**config.mk**
```make
export PLATFORM = sky130hd
export DESIGN_NAME = cnu_minsum
export DESIGN_NICKNAME = d
export VERILOG_FILES = /design/src/rtl/ldpc_pkg.sv /design/src/rtl/cnu_lane.sv /design/src/rtl/cnu_minsum.sv
export SDC_FILE = /design/constraint.sdc
export NUM_CORES = 1
export LEC_CHECK = 0
export ABC_CLOCK_PERIOD_IN_PS = 11900
export CORE_ASPECT_RATIO = 0.9
export CORE_MARGIN = 2
export CORE_UTILIZATION = 40
export CTS_BUF_LIST = sky130_fd_sc_hd__clkbuf_4
export DETAILED_ROUTE_END_ITERATION = 16
export DONT_BUFFER_PORTS = 1
export SYNTH_ARGS = -nofsm -noshare
export SYNTH_HDL_FRONTEND = slang
export SYNTH_SLANG_ARGS = --single-unit
```
**constraint.sdc**
```tcl
create_clock -name clk -period 11.9 [get_ports clk]
set_input_delay 2.975 -clock clk [delete_from_list [all_inputs] [get_ports clk]]
set_output_delay 2.975 -clock clk [all_outputs]
set_load 0.1 [all_outputs]
```
**src/rtl/ldpc_pkg.sv**
```systemverilog
// Shared types and message helpers for the layered-LDPC check-node datapath.
// Messages are MSG_W-bit two's complement; magnitudes are MSG_W-1 bits.
package ldpc_pkg;

   localparam int MSG_W = 8;
   localparam logic [MSG_W-2:0] MAG_MAX = '1;

   typedef enum logic {
      ACC  = 1'b0,
      EMIT = 1'b1
   } state_t;

   function automatic logic [MSG_W-2:0] sat_abs(input logic [MSG_W-1:0] x);
      logic [MSG_W-1:0] n;
      n = -x;
      if (!x[MSG_W-1])
         return x[MSG_W-2:0];
      else if (n[MSG_W-1])
         return MAG_MAX;   // the most negative value negates to itself
      else
         return n[MSG_W-2:0];
   endfunction

   function automatic logic [MSG_W-1:0] to_signed(input logic s, input logic [MSG_W-2:0] mag);
      logic [MSG_W-1:0] v;
      v = {1'b0, mag};
      return s ? -v : v;
   endfunction

endpackage

```
**src/rtl/cnu_lane.sv**
```systemverilog
// One check node: tracks the two smallest magnitudes, the argmin edge, sign parity
// and a per-edge sign bank, then forms offset min-sum outputs edge by edge.
module cnu_lane
   import ldpc_pkg::*;
#(
   parameter int DC     = 6,
   parameter int IDX_W  = 3,
   parameter int OFFSET = 0
) (
   input  logic             clk,
   input  logic             rst,
   input  logic             acc_en,
   input  logic             clr,
   input  logic             emit,
   input  logic [IDX_W-1:0] cnt,
   input  logic [MSG_W-1:0] vtc,
   output logic [MSG_W-1:0] ctv
);

   localparam logic [MSG_W-2:0] OFF = OFFSET[MSG_W-2:0];

   logic [MSG_W-2:0] min1_reg, min2_reg;
   logic [IDX_W-1:0] idx_reg;
   logic             parity_reg;
   logic [DC-1:0]    sign_reg;

   logic [MSG_W-2:0] mag_in;
   logic             sign_in;
   logic [MSG_W-2:0] sel_mag, out_mag;

   assign mag_in  = sat_abs(vtc);
   assign sign_in = vtc[MSG_W-1];

   always_ff @(posedge clk or posedge rst) begin
      if (rst) begin
         min1_reg   <= MAG_MAX;
         min2_reg   <= MAG_MAX;
         idx_reg    <= '0;
         parity_reg <= 1'b0;
         sign_reg   <= '0;
      end else if (clr) begin
         min1_reg   <= MAG_MAX;
         min2_reg   <= MAG_MAX;
         idx_reg    <= '0;
         parity_reg <= 1'b0;
      end else if (acc_en) begin
         // strict compares: ties keep the earliest argmin and push min1 into min2
         if (mag_in < min1_reg) begin
            min2_reg <= min1_reg;
            min1_reg <= mag_in;
            idx_reg  <= cnt;
         end else if (mag_in < min2_reg) begin
            min2_reg <= mag_in;
         end
         parity_reg    <= parity_reg ^ sign_in;
         sign_reg[cnt] <= sign_in;
      end
   end

   always_comb begin
      sel_mag = (cnt == idx_reg) ? min2_reg : min1_reg;
      out_mag = (sel_mag > OFF) ? (sel_mag - OFF) : '0;
      ctv     = emit ? to_signed(parity_reg ^ sign_reg[cnt], out_mag) : '0;
   end

endmodule

```
**src/rtl/cnu_minsum.sv**
```systemverilog
// Serial offset min-sum check-node unit: DC beats of D-lane input, then DC beats
// of check-to-variable output. The FSM and edge counter are shared by all lanes.
module cnu_minsum
   import ldpc_pkg::*;
#(
   parameter int data_w = MSG_W,
   parameter int D      = 5,
   parameter int DC     = 6,
   parameter int IDX_W  = 3,
   parameter int OFFSET = 0
) (
   input  logic                clk,
   input  logic                rst,
   input  logic                in_valid,
   output logic                in_ready,
   input  logic [data_w*D-1:0] vtc_in,
   output logic                out_valid,
   input  logic                out_ready,
   output logic [data_w*D-1:0] ctv_out,
   output logic                out_last
);

   localparam logic [IDX_W-1:0] LAST = IDX_W'(DC - 1);

   state_t           state_reg, state_next;
   logic [IDX_W-1:0] cnt_reg, cnt_next;
   logic             acc_en, clr;

   always_ff @(posedge clk or posedge rst) begin
      if (rst) begin
         state_reg <= ACC;
         cnt_reg   <= '0;
      end else begin
         state_reg <= state_next;
         cnt_reg   <= cnt_next;
      end
   end

   always_comb begin
      state_next = state_reg;
      cnt_next   = cnt_reg;
      in_ready   = 1'b0;
      out_valid  = 1'b0;
      out_last   = 1'b0;
      acc_en     = 1'b0;
      clr        = 1'b0;
      case (state_reg)
         ACC: begin
            in_ready = 1'b1;
            if (in_valid) begin
               acc_en = 1'b1;
               if (cnt_reg == LAST) begin
                  cnt_next   = '0;
                  state_next = EMIT;
               end else begin
                  cnt_next = cnt_reg + IDX_W'(1);
               end
            end
         end
         EMIT: begin
            out_valid = 1'b1;
            out_last  = (cnt_reg == LAST);
            if (out_ready) begin
               if (cnt_reg == LAST) begin
                  clr        = 1'b1;
                  cnt_next   = '0;
                  state_next = ACC;
               end else begin
                  cnt_next = cnt_reg + IDX_W'(1);
               end
            end
         end
         default: ;
      endcase
   end

   generate
      for (genvar gi = 0; gi < D; gi++) begin : g_lane
         cnu_lane #(
            .DC     (DC),
            .IDX_W  (IDX_W),
            .OFFSET (OFFSET)
         ) u_lane (
            .clk    (clk),
            .rst    (rst),
            .acc_en (acc_en),
            .clr    (clr),
            .emit   (out_valid),
            .cnt    (cnt_reg),
            .vtc    (vtc_in[gi*data_w +: data_w]),
            .ctv    (ctv_out[gi*data_w +: data_w])
         );
      end
   endgenerate

endmodule

```
==> reports/summary.md, run 1 <==
• 0.286 — met1 usage in global routing
• 4 — H-Tree Depth
• 17.0 um — post-DR wirelength/cell
• 1.00 — share of flip-flops with an asynchronous set or reset after synthesis
• 0.0328 — met3 track demand over resource in global routing
• 131 MHz — Fmax
• no — RSZ-0062 raised after global routing
• 0 — CTS resizes
• 14.4% — Area growth syn-to-layout
• 0 — Post-CTS Hold Fix Bufs
• 0 — total of endpoints with negative setup slack in the final report
• 0 — count of warnings emitted by yosys
• 8,536 — number of global-route vias before repair
• 3190 sq um — flip-flop and latch area
• 5.64 — vias per inst
• 0 — count of final max-slew check failures
• 43.7 mm — wire length of the first global-routing pass
• 10,200 sq um — Netlist Area Pre-Place
• 7.64 ns — final period demand of the worst path
• 0.858 — routability congestion estimate from global placement
• 0.202 — GR Util All Layers
• met2 — most used routing layer
• 0 — DRC Markers
• 124 — sink count of the clock tree
• 87 — I/O pin total
• 1.22 ns — worst-margin pin slew
• 0 — Port Buffers
• 0 — number of buffers inserted to repair setup after CTS
• buf_4 > xnor2_1 > nand3_1 > mux2i_1 > ha_1 > nand4_1 > mux2i_1 > o21ai_0 > a21o_1 > a21oi_2 — cells along the critical path
• 0.206 — fraction of layout cells with a size suffix above 1
• 0.642 — period utilisation layout
• yes — clock tree from TritonCTS
• flop — kind of start point of the critical path
• 0 — number of synthesized flops with an enable pin
• 8,715 — DR vias
• sky130_fd_sc_hd__dfstp_2 — top cell type by total area after synthesis
• 0 ns — Fin Setup TNS
• 78 — synth unique cells
• 0.181 — share of the synthesized area in the top cell type
• finished, final reports clean — run status
• 0.54 ns — clock latency on the worst-skew pair
• 0.314 — portion of the post-synthesis area used by sequential elements
• 1,307 — NumNets Final
• 0.186 — Worst slew margin
• 172 um — width of the die
• 6530 sq um — area occupied by multi-input gates
• 8.93 ns — data required time at the worst endpoint
• 25 — Critical Path Fanout Max
• 5 — total iterations of the first detailed-routing run
• 2 — Max clock buf depth
• 0 — max-cap viol count
• 1,182 — post-synthesis instance total
• sky130_fd_sc_hd__dfstp_2 — flip-flop cell with the highest count after synthesis
• 25,000 sq um — area of the core region
• 0.11 ns — clock input transition at the sequential cells of the worst setup and hold paths
• 26.3 mm — total wirelength of the detailed-routed design
• sky130_fd_sc_hd__dfstp_2 18%, sky130_fd_sc_hd__dfrtp_1 13%, sky130_fd_sc_hd__ha_1 9.2% — biggest area contributors in the synthesized netlist
• 0 — number of hold-slack violations in the final timing report
• 55 — Site Rows
• 124 — Yosys reg bits
• reg2out — Critical Setup Path Class
• sky130_fd_sc_hd__a21oi_2 — critical path's slowest cell
• 4.67 ns — crit path DAT
• 0.92 ns — peak per-stage delay on the critical path
• 0.327 — global routing usage on met2
• 0.0245 ns — Fin Clk Skew
• 458 — Initial DRC Count
• output pin — Worst Setup End Kind
• 2,430 — number of fill cells
• 0 — remaining global-route overflow
• 19.3 mm — HPWL Detailed
• 26,700 sq um — full die area
• 17 — TritonCTS Buffers
• 1,301 — Post-Syn Nets
• 0.405 — Initial Utilization
• sky130_fd_sc_hd__clkbuf_4 — root buf cell
• 155 um — DIE HEIGHT
• 1 — initial antenna violation count
• 76 — pin count of the biggest net entering global routing
• 8.59 sq um — syn_area_per_cell
• reg2reg — Hold Path Class
• 0 — remaining antenna violation count
• sky130_fd_sc_hd__mux2i_1 — cell occurring most often along the worst timing path
[cell type report]
class                      instances  share of cell area
clock inverter                    15              0.0210
inverter                          96              0.0313
multi-input combinational        908               0.562
clock buffer                      17              0.0110
antenna                            1            0.000215
sequential                       124               0.275
timing repair buffer              41              0.0633
tap                              342              0.0368
[path summary, 6_finish.rpt]
path | endpoint | slack, ns | startpoint | depth (start not counted)
max reg2reg | g_lane[1].u_lane.min2_reg[1] | 8.61 | cnt_reg[2] | 8
max in group asynchronous | g_lane[4].u_lane.sign_reg[1] | 8.12 | rst | 2
min | g_lane[4].u_lane.sign_reg[4] | 0.49 | g_lane[4].u_lane.sign_reg[4] | 2
min in group asynchronous | g_lane[0].u_lane.parity_reg | 2.40 | rst | 1
min reg2reg | g_lane[4].u_lane.sign_reg[4] | 0.49 | g_lane[4].u_lane.sign_reg[4] | 2
max | ctv_out[21] | 4.26 | cnt_reg[0] | 10
[through the flow]
stage	hold WS [ns]	cell area [sq um]	setup WS (ns)	utilization	cells
2_1_floorplan	0.442	10200	4.23	-	1182
3_3_place_gp	0.458	11200	4.98	0.449	1511
3_5_place_dp	0.469	11200	4.88	0.449	1511
4_1_cts	0.495	11600	4.26	0.464	1543
5_1_grt	0.524	11600	3.90	0.464	1544
6_report	0.489	11600	4.26	0.464	1544
[Yosys cell counts (16+ instances only)]
library cell and n:
sky130_fd_sc_hd__buf_2 16, sky130_fd_sc_hd__clkbuf_1 29, sky130_fd_sc_hd__nor2_1 96, sky130_fd_sc_hd__o21ai_0 49
sky130_fd_sc_hd__nor3_1 29, sky130_fd_sc_hd__inv_1 94, sky130_fd_sc_hd__nand3_1 52, sky130_fd_sc_hd__ha_1 75
sky130_fd_sc_hd__mux2_2 38, sky130_fd_sc_hd__nand2_1 118, sky130_fd_sc_hd__a31oi_1 22, sky130_fd_sc_hd__dfstp_2 70
sky130_fd_sc_hd__xor2_1 21, sky130_fd_sc_hd__xnor2_1 18, sky130_fd_sc_hd__a21oi_1 63, sky130_fd_sc_hd__o21ai_1 21
sky130_fd_sc_hd__mux2i_1 76, sky130_fd_sc_hd__or3_1 18, sky130_fd_sc_hd__dfrtp_1 54, sky130_fd_sc_hd__o211ai_1 25
[routing by layer]
layer  vias up  share of wire  wire [um]
met5         -              0          0
met4         0          0.011        282
met3        21          0.043       1120
met2       192           0.46      12000
met1      4228           0.49      12900
li1       4274              -          -
[cell families (layout without fill, tap and decap cells)]
group           count (synthesis)  after routing  share of synthesized area
xor+xnor                       39             39                     0.0336
other cells                     0              1                          0
mux                           119            119                      0.123
compound gates                273            273                      0.176
flops                         124            124                      0.314
buf+inv                       150            169                     0.0600
simple gates                  402            402                      0.201
fa+ha+maj                      75             75                     0.0924
[cells in the final DEF, fill, tap and decap left out, drive strengths merged, types with 8 or more instances in the layout]
| cell | count |
|---|---|
| nand2 | 118 |
| nor2 | 96 |
| inv | 95 |
| mux2i | 76 |
| ha | 75 |
| o21ai | 71 |
| dfstp | 70 |
| a21oi | 64 |
| dfrtp | 54 |
| nand3 | 52 |
| mux2 | 43 |
| nor3 | 35 |
| clkbuf | 30 |
| buf | 28 |
| o211ai | 27 |
| a31oi | 22 |
| xor2 | 21 |
| or3 | 18 |
| xnor2 | 18 |
| o21a | 14 |
| a21o | 14 |
| nand4 | 14 |
| a2bb2oi | 14 |
| nor3b | 14 |
| nor4b | 13 |
| clkinv | 9 |
| nor2b | 8 |
[critical path, delay by kind of cell (launching register included)]
family | cells | cell delay (ns)
AO/OA/AOI/OAI | 3 | 1.33
flip-flops | 1 | 0.60
XOR/XNOR | 1 | 0.16
multiplexers | 2 | 0.78
adder cells (fa/ha/maj) | 1 | 0.25
buffers and inverters | 1 | 0.39
AND/OR/NAND/NOR | 2 | 0.61
Power of run 1 is left out: the tool's default activity adds up to more than one toggle a clock period on the data nets, which glitch-free logic cannot reach.
==> run 2: changes to the inputs <==
ABC_CLOCK_PERIOD_IN_PS = 7200   (was 11900)
clock period = 7.2 ns   (was 11.9 ns; I/O delays follow)
==> run 2 against run 1 <==
Final cell count is 0.45% higher; cell area is 0.29% lower; die area stayed put; first-iteration DRC count is 5.2% higher; clock-buffer cell count is 1 higher; highest routed layer unchanged.
==> reports/summary.md, run 2 (synthesized netlist as in run 1, its figures left out) <==
• 0.80 ns — peak per-stage delay on the critical path, -0.12 ns
• 163 MHz — Fmax
• 0.11 ns — clock input transition at the sequential cells of the worst setup and hold paths, about the same
• 0.57 ns — clock latency on the worst-skew pair, +0.03 ns
• 87 — I/O pin total, unchanged
• 77 — pin count of the biggest net entering global routing, +1.3%
• sky130_fd_sc_hd__nand2_1 — most common cell after layout, fill and taps aside
• 3.40 ns — Worst R2R Setup Slack, -5.21 ns
• 6 — FF-to-FF path depth, -2
• 0 — Port Buffers, unchanged
• 482 — Initial DRC Count, +5.2%
• 0.830 — routability congestion estimate from global placement, -3.2%
• 16.8 um — post-DR wirelength/cell, -1.3%
• 0 — remaining global-route overflow, unchanged
• 2 — Max clock buf depth, unchanged
• reg2out — Critical Setup Path Class
• 0 — Post-CTS Hold Fix Bufs, unchanged
• 2 — Hold Path Depth, unchanged
• 44.0 mm — wire length of the first global-routing pass, +0.54%
• 0 — remaining antenna violation count, unchanged
• flop — kind of start point of the critical path
• 0.204 — GR Util All Layers, +0.00156
• 7 — total iterations of the first detailed-routing run, +2
• 0.405 — Initial Utilization, unchanged
• sky130_fd_sc_hd__dfrtp_1 — critical path's slowest cell
• 5.40 ns — data required time at the worst endpoint, -3.53 ns
• 0 — count of final max-slew check failures, unchanged
• sky130_fd_sc_hd__clkbuf_4 — root buf cell
• 0.216 — Worst slew margin, +0.0293
• 0.489 ns — Final Hold Slack, -0.000434 ns
• 3190 sq um — flip-flop and latch area, unchanged
• 155 um — DIE HEIGHT, unchanged
• 4.35 ns — crit path DAT, -0.32 ns
• 0 — max-cap viol count, unchanged
• 26.1 mm — total wirelength of the detailed-routed design, -0.84%
• 172 um — width of the die, unchanged
• 0.207 — fraction of layout cells with a size suffix above 1, +0.00129
• 5.60 — vias per inst, -0.70%
• 0 — number of buffers inserted to repair setup after CTS, unchanged
• 19.2 mm — HPWL Detailed, -0.11%
• g_lane[4].u_lane.min2_reg[5] — Worst R2R End
• 2,455 — number of fill cells, +1.0%
• 0.855 — period utilisation layout
• 1 — initial antenna violation count, unchanged
• 4 — H-Tree Depth, unchanged
• 0.0241 ns — Fin Clk Skew, -0.000470 ns
• 17 — TritonCTS Buffers, unchanged
• 6.15 ns — final period demand of the worst path
• finished, final reports clean — run status
• 1,314 — NumNets Final, +0.54%
• 124 — sink count of the clock tree, unchanged
• g_lane[4].u_lane.sign_reg[4] — worst hold path startpoint
• yes — clock tree from TritonCTS
• 118 x sky130_fd_sc_hd__nand2_1, 92 x sky130_fd_sc_hd__inv_1, 91 x sky130_fd_sc_hd__nor2_1 — commonest cells after routing, fill and taps aside
• 25,000 sq um — area of the core region, unchanged
• no — RSZ-0062 raised after global routing
• 8,516 — number of global-route vias before repair, -0.23%
• 0.463 — post-layout utilization of the core, -0.00135
• 1.67 ns — worst slack at placement, -3.21 ns
• 8,693 — DR vias, -0.25%
• 0 — number of hold-slack violations in the final timing report, unchanged
• output pin — Worst Setup End Kind
• 1.05 ns — worst path setup slack after routing, -3.21 ns
• 0 ns — Fin Setup TNS, unchanged
• 1.18 ns — worst-margin pin slew, -0.0446 ns
• 18 — Critical Path Fanout Max, -28%
• cnt_reg[2] — r2r startpoint
• g_lane[4].u_lane.sign_reg[4] — worst hold path endpoint
• reg2reg — Hold Path Class
• 26,700 sq um — full die area, unchanged
• buf_4 > xnor2_1 > nand3_1 > mux2i_1 > ha_1 > nand4_1 > mux2i_1 > o21ai_1 > a21o_1 > a21oi_2 > buf_4 — cells along the critical path
• 0 — total of endpoints with negative setup slack in the final report, unchanged
• 14.1% — Area growth syn-to-layout
• 6530 sq um — area occupied by multi-input gates, unchanged
• 55 — Site Rows, unchanged
• 0 — DRC Markers, unchanged
• 0 — CTS resizes, unchanged
[run 2: cell count changes in the layout (fill, tap and decap cells not counted)]
cell	previous run	this run
sky130_fd_sc_hd__clkbuf_4	17	18
sky130_fd_sc_hd__clkinv_4	4	1
sky130_fd_sc_hd__bufinv_16	6	3
sky130_fd_sc_hd__buf_4	18	25
sky130_fd_sc_hd__clkinv_1	3	7
sky130_fd_sc_hd__clkinvlp_4	1	2
[run 2: how the worst max path moves through the flow]
stage                     from           to  cells past startpoint
global route        cnt_reg[0]   ctv_out[5]                     11
global placement    cnt_reg[0]   ctv_out[5]                     11
detailed placement  cnt_reg[0]   ctv_out[5]                     11
finish              cnt_reg[0]   ctv_out[5]                     11
floorplan           cnt_reg[0]  ctv_out[27]                     12
CTS                 cnt_reg[0]   ctv_out[5]                     11
[run 2: stage by stage]
stage          instance area [sq um]  cells
2_1_floorplan                  10200   1182
3_3_place_gp                   11300   1518
3_5_place_dp                   11300   1518
4_1_cts                        11600   1550
5_1_grt                        11600   1551
6_report                       11600   1551
[run 2: metal layers]
layer | global-route usage | wire length [um] | up-vias
li1 | - | - | 4292
met1 | 0.297 | 13100 | 4225
met2 | 0.324 | 11900 | 159
met3 | 0.0259 | 878 | 17
met4 | 0.0420 | 217 | 0
met5 | 0 | 0 | -
[run 2: cell type report]
type	count	share of cell area
inverters	96	0.0314
clock buffers	18	0.0117
diodes	1	0.000216
repair buffers	48	0.0680
multi-input cells	908	0.563
clock inverters	14	0.0130
well taps	342	0.0369
flip-flops and latches	124	0.275
[run 2: worst max-delay path, delay by kind of cell (launching register included)]
family | cells | cell delay, ns
muxes | 2 | 0.82
adders and majority gates | 1 | 0.27
AOI/OAI and AO/OA | 3 | 0.45
DFF | 1 | 0.80
xor gates and xnor gates | 1 | 0.14
and+or+nand+nor | 2 | 0.62
buffers and inverters | 2 | 0.68
Power of run 2 is left out for the same reason.
